File: src/rtl/dmem_port_arbiter.sv
// dmem_port_arbiter: shares a single-ported word data memory between m0 (CPU MEM stage) and m1 (debug/DMA loader)
//  Build macro DMEM_ARB_RR_EN: when defined, round-robin arbitration; otherwise fixed priority with m0 winning.
//  Ports: clk, rst (async, active-high)
//    mN_req/we/size/addr/wdata in, mN_gnt/rdata/err out (N = 0,1)
//    busy out
//    mem_read_en/mem_read_addr out, mem_read_data in
//    mem_write_en/mem_write_addr/mem_write_data out
module dmem_port_arbiter #(
    parameter int W = 32
) (
    input  logic         clk,
    input  logic         rst,
    input  logic         m0_req,
    input  logic         m0_we,
    input  logic [1:0]   m0_size,
    input  logic [W-1:0] m0_addr,
    input  logic [W-1:0] m0_wdata,
    output logic         m0_gnt,
    output logic [W-1:0] m0_rdata,
    output logic         m0_err,
    input  logic         m1_req,
    input  logic         m1_we,
    input  logic [1:0]   m1_size,
    input  logic [W-1:0] m1_addr,
    input  logic [W-1:0] m1_wdata,
    output logic         m1_gnt,
    output logic [W-1:0] m1_rdata,
    output logic         m1_err,
    output logic         busy,
    output logic         mem_read_en,
    output logic [W-1:0] mem_read_addr,
    input  logic [W-1:0] mem_read_data,
    output logic         mem_write_en,
    output logic [W-1:0] mem_write_addr,
    output logic [W-1:0] mem_write_data
);
    localparam logic [1:0] IDLE = 2'd0, ACCESS = 2'd1, MERGE = 2'd2, DONE = 2'd3;
    logic [1:0]   state_q, state_d, size_q, size_d;
    logic         port_q, port_d, we_q, we_d, err_q, err_d;
    logic [W-1:0] addr_q, addr_d, wdata_q, wdata_d, merged_q, merged_d;
    logic [W-1:0] rdata0_q, rdata0_d, rdata1_q, rdata1_d;
    logic         pref, win, any_req, bad;
    logic [4:0]   sh;
    logic [W-1:0] mask, lane;
`ifdef DMEM_ARB_RR_EN
    logic ptr_q, ptr_d;
    assign pref = ptr_q;
    // the port just granted becomes the non-preferred one
    always_comb ptr_d = (state_q == IDLE && any_req) ? ~win : ptr_q;
    always_ff @(posedge clk or posedge rst) begin
        if (rst) ptr_q <= 1'b0;
        else ptr_q <= ptr_d;
    end
`else
    assign pref = 1'b0;
`endif
    always_comb begin
        any_req  = m0_req | m1_req;
        win      = (m0_req & m1_req) ? pref : m1_req;
        sh       = {addr_q[1:0], 3'b000};
        mask     = size_q == 2'b00 ? W'(8'hFF) : size_q == 2'b01 ? W'(16'hFFFF) : '1;
        bad      = size_q == 2'b11 || (size_q == 2'b01 && addr_q[0]) || (size_q == 2'b10 && addr_q[1:0] != 2'b00);
        lane     = (mem_read_data >> sh) & mask;
        state_d  = state_q;
        port_d   = port_q;
        we_d     = we_q;
        size_d   = size_q;
        addr_d   = addr_q;
        wdata_d  = wdata_q;
        err_d    = err_q;
        merged_d = merged_q;
        rdata0_d = rdata0_q;
        rdata1_d = rdata1_q;
        if (state_q == IDLE && any_req) begin
            state_d = ACCESS;
            port_d  = win;
            we_d    = win ? m1_we : m0_we;
            size_d  = win ? m1_size : m0_size;
            addr_d  = win ? m1_addr : m0_addr;
            wdata_d = win ? m1_wdata : m0_wdata;
        end else if (state_q == ACCESS) begin
            err_d    = bad;
            state_d  = (!bad && we_q && size_q != 2'b10) ? MERGE : DONE;
            merged_d = (mem_read_data & ~(mask << sh)) | ((wdata_q & mask) << sh);
            if (!bad && !we_q && !port_q) rdata0_d = lane;
            if (!bad && !we_q && port_q) rdata1_d = lane;
        end else if (state_q == MERGE) begin
            state_d = DONE;
        end else if (state_q == DONE) begin
            state_d = IDLE;
        end
    end
    always_ff @(posedge clk or posedge rst) begin
        if (rst) begin
            state_q  <= IDLE;
            port_q   <= 1'b0;
            we_q     <= 1'b0;
            size_q   <= 2'b00;
            addr_q   <= '0;
            wdata_q  <= '0;
            err_q    <= 1'b0;
            merged_q <= '0;
            rdata0_q <= '0;
            rdata1_q <= '0;
        end else begin
            state_q  <= state_d;
            port_q   <= port_d;
            we_q     <= we_d;
            size_q   <= size_d;
            addr_q   <= addr_d;
            wdata_q  <= wdata_d;
            err_q    <= err_d;
            merged_q <= merged_d;
            rdata0_q <= rdata0_d;
            rdata1_q <= rdata1_d;
        end
    end
    // memory strobes decode from registered state so an async reset kills a write at once
    assign busy           = state_q != IDLE;
    assign mem_read_en    = state_q == ACCESS;
    assign mem_read_addr  = {addr_q[W-1:2], 2'b00};
    assign mem_write_en   = (state_q == ACCESS && we_q && size_q == 2'b10 && !bad) || state_q == MERGE;
    assign mem_write_addr = {addr_q[W-1:2], 2'b00};
    assign mem_write_data = state_q == MERGE ? merged_q : mem_write_en ? wdata_q : '0;
    assign m0_gnt         = state_q == DONE && !port_q;
    assign m1_gnt         = state_q == DONE && port_q;
    assign m0_err         = m0_gnt && err_q;
    assign m1_err         = m1_gnt && err_q;
    assign m0_rdata       = rdata0_q;
    assign m1_rdata       = rdata1_q;
endmodule

File: config.mk
export PLATFORM = sky130hd
export DESIGN_NAME = dmem_port_arbiter
export DESIGN_NICKNAME = d
export VERILOG_FILES = /design/src/rtl/dmem_port_arbiter.sv
export SDC_FILE = /design/constraint.sdc
export NUM_CORES = 1
export LEC_CHECK = 0
export BUFFER_PORTS_ARGS = -buffer_cell sky130_fd_sc_hd__buf_2
export CAP_MARGIN = 20
export CORE_UTILIZATION = 49
export CTS_CLUSTER_SIZE = 10
export DETAILED_ROUTE_END_ITERATION = 12
export PLACE_DENSITY = 0.91
export SYNTH_ARGS = -nofsm -noshare
export SYNTH_HDL_FRONTEND = slang
export SYNTH_SLANG_ARGS = --single-unit
export TNS_END_PERCENT = 1
File: constraint.sdc
create_clock -name clk -period 13.5 [get_ports clk]
set_input_delay 0.675 -clock clk [delete_from_list [all_inputs] [get_ports clk]]
set_output_delay 0.675 -clock clk [all_outputs]
set_load 0.01 [all_outputs]
==> flow_summary.toml <==
[logic_synthesis]
synth-edff-count = 0
syn_area_sq_um = 8960
yosys_warnings = 0
seq_area_frac_synth = 0.466
yosys.area.top_type = "dfrtp_1"
ys_types = 37
synth_area_leaders = "dfrtp_1, mux2i_1, nand2_1, o21ai_0, buf_4"
synth-main-ff-cell = "dfrtp_1"
syn_inst = 1002
ys_async_sr_fraction = 1.00
yosysMostFrequentCell = "nand2_1"
ys_ff_latch = 167
synth_top_area_frac = 0.466
synth_common_cells = "nand2_1, dfrtp_1, o21ai_0"
avgSynthCellArea_sq_um = 8.95

[power_and_ir_drop]
combPwrFrac = 0.438
leakagePower_nw = 5.40
ir_worst_vdd_mv = 0.128
power.share.clock = 0.187
p_int_w = 0.00144
seqPwrFrac = 0.375
swShare = 0.445
p_per_area_nw_per_um2 = 239
power_switching_w = 0.00116

[cells_and_area]
fillers = 1473
drive_above_1_share = 0.335
multi_input_area_sq_um = 3980
stdcell_count = 1476
areaGrowthSynthToFinish_pct = 21.3
seqCellArea_sq_um = 4180
nets = 1408

[sta]
rsz0062_at_grt = "false"
setup_violations = 0
maxSlewViolCount = 0
max_freq_mhz = 290
hold_viol = 0
tightest_slew_ns = 1.02
fin_tns_setup_ns = 0
finalClockSkew_ns = 0.0113
maxSlewHeadroom = 0.323
finalCriticalPeriod_ns = 3.44
fin_crit_sh = 0.255

[floorplanning]
initial_core_util = 0.499
dieArea_sq_um = 18800
fp.coreArea_sq_um = 18000
die_h_microns = 137
io_pins = 337
die_w_microns = 137
num_rows = 49

[detailed_routing]
highest_layer = "met5"
routedLengthMet1_mm = 11.0
vias = 8046
wl_mm = 26.7
drt-pass1-iter-count = 6
routed-wl-met3_mm = 1.94
antenna_left = 0
drtIter0Drc = 562
met2_length_mm = 12.7
viasPerCell = 5.45
wire_per_inst_microns = 18.1
drc_errors = 0

[worst_setup_path]
timing.rr.end = "m1_rdata[2]"
ff2ff_setup_slack_ns = 11.02
end_kind = "output port"
crit_top_cell = "buf_4"
cp_cell_sequence = "buf_4 -> nor3b_4 -> and4b_1 -> buf_4 -> nand2_1 -> o21ai_0 -> buf_2"
rr_worst_depth = 5
cp-start-kind = "flip-flop"
crit_arrival_ns = 2.77
critical_path_class = "reg -> out"
timing.rr.start = "addr_q[0]"
crit_path_max_incr_delay_ns = 0.45
critPathMaxFanout = 66
required_ns = 12.82
slowest_stage = "nor3b_4"

[placed_design]
hpwlAfterDp_mm = 19.9
gp_congestion = 0.854
port_buffers = 332
dp.cells = 1441

[clocking]
cts_setup_buffers = 0
cts_buffers = 17
htreeDepth = 4
clock-root-buffer = "clkbuf_16"
cts_tree = "yes"
clkSlewWorstSetupHoldPaths_ns = 0.07
cts.sinks = 167
postCtsHoldBufs = 0
clk_latency_ns = 0.43
clockBufferDepth = 2
cts_resized = 0

[global_route]
antenna_found_initial = 2
grt-ovfl-total = 0
grt_max_degree = 137
grt_pass1_wl_mm = 39.7
grt_pass1_vias = 7289
grt_usage = 0.285

[min_path]
hp-class = "in -> async"

[run]
maxCapViolCount = 0

[status]
outcome = "finished clean"
-- cells by family (layout without fill, tap and decap cells) --
group / Yosys count / after routing / synth area share
simple gates: 304 / 304 / 0.140
compound gates: 269 / 269 / 0.167
flops: 167 / 167 / 0.466
buf+inv: 147 / 388 / 0.0956
mux: 109 / 109 / 0.124
fa+ha+maj: 5 / 5 / 0.00698
other cells: 1 / 5 / 0.000418
-- power groups by stage --
stage	clock network, W	registers, W	logic [W]
final	0.000485	0.000975	0.00114
after floorplan	0	0.000917	0.000834
after global routing	0.000512	0.000997	0.00127
after detailed placement	0	0.000973	0.00113
after CTS	0.000491	0.000968	0.00113
after global placement	0	0.000967	0.00109
-- metrics by stage --
step	power, W	utilization	hold WS [ns]	setup slack (ns)	instance area [sq um]
final	0.00260	0.605	0.457	10.06	10900
after global routing	0.00278	0.605	0.479	9.90	10900
after CTS	0.00259	0.603	0.470	10.12	10800
after detailed placement	0.00210	0.570	0.465	10.59	10200
after global placement	0.00205	0.570	0.456	10.70	10200
after floorplan	0.00175	-	0.471	8.31	8970
-- worst max-delay path, delay by kind of cell (launching register included) --
| family | cells | cell delay (ns) |
|---|---|---|
| simple gates | 3 | 0.86 |
| buf+inv | 3 | 0.88 |
| flops | 1 | 0.39 |
| compound gates | 1 | 0.19 |
-- cell type report --
class / instances / share of cell area
diodes: 1 / 0.000230
clock buffers: 18 / 0.0404
clock inverters: 14 / 0.0143
inverters: 13 / 0.00495
multi-input cells: 691 / 0.366
flip-flops and latches: 167 / 0.384
well taps: 229 / 0.0263
repair buffers: 343 / 0.163
-- state kept, by name, summed over array words and instances (netlist names) --
| signal | count |
|---|---|
| addr_q | 32 |
| m0_rdata | 32 |
| m1_rdata | 32 |
| merged_q | 32 |
| wdata_q | 32 |
| size_q | 2 |
| state_q | 2 |
| err_q | 1 |
| port_q | 1 |
| we_q | 1 |
-- routing by layer --
| metal | vias up | track usage |
|---|---|---|
| met5 | - | 0 |
| met4 | 2 | 0.137 |
| met3 | 82 | 0.0478 |
| met2 | 434 | 0.455 |
| met1 | 3709 | 0.377 |
| li1 | 3819 | - |
-- layout by cell type, fill, tap and decap left out, types with 3 or more instances in the layout --
cell and instances:
a21oi_1 36, a221o_1 8, a221oi_1 8, a22oi_1 8, a32oi_1 8, buf_2 332, buf_4 9, clkbuf_16 17
clkinv_8 3, conb_1 4, dfrtp_1 166, ha_1 3, inv_1 12, inv_6 3, inv_8 6, mux2_2 18
mux2i_1 91, nand2_1 222, nor2_1 47, nor2b_1 12, o21ai_0 155, o21ai_1 39, or2_2 11
-- worst max path at each step --
stage | start | end | slack [ns] | cells after the start
2_1_floorplan | rst | addr_q[0] | 8.31 | 1
3_3_place_gp | addr_q[0] | mem_write_data[0] | 10.70 | 7
3_5_place_dp | addr_q[0] | mem_write_data[0] | 10.59 | 7
4_1_cts | addr_q[0] | mem_write_data[0] | 10.12 | 7
5_1_grt | addr_q[0] | mem_write_data[0] | 9.90 | 7
6_report | addr_q[0] | mem_write_data[1] | 10.06 | 7
(Power assumes the default switching activity.)
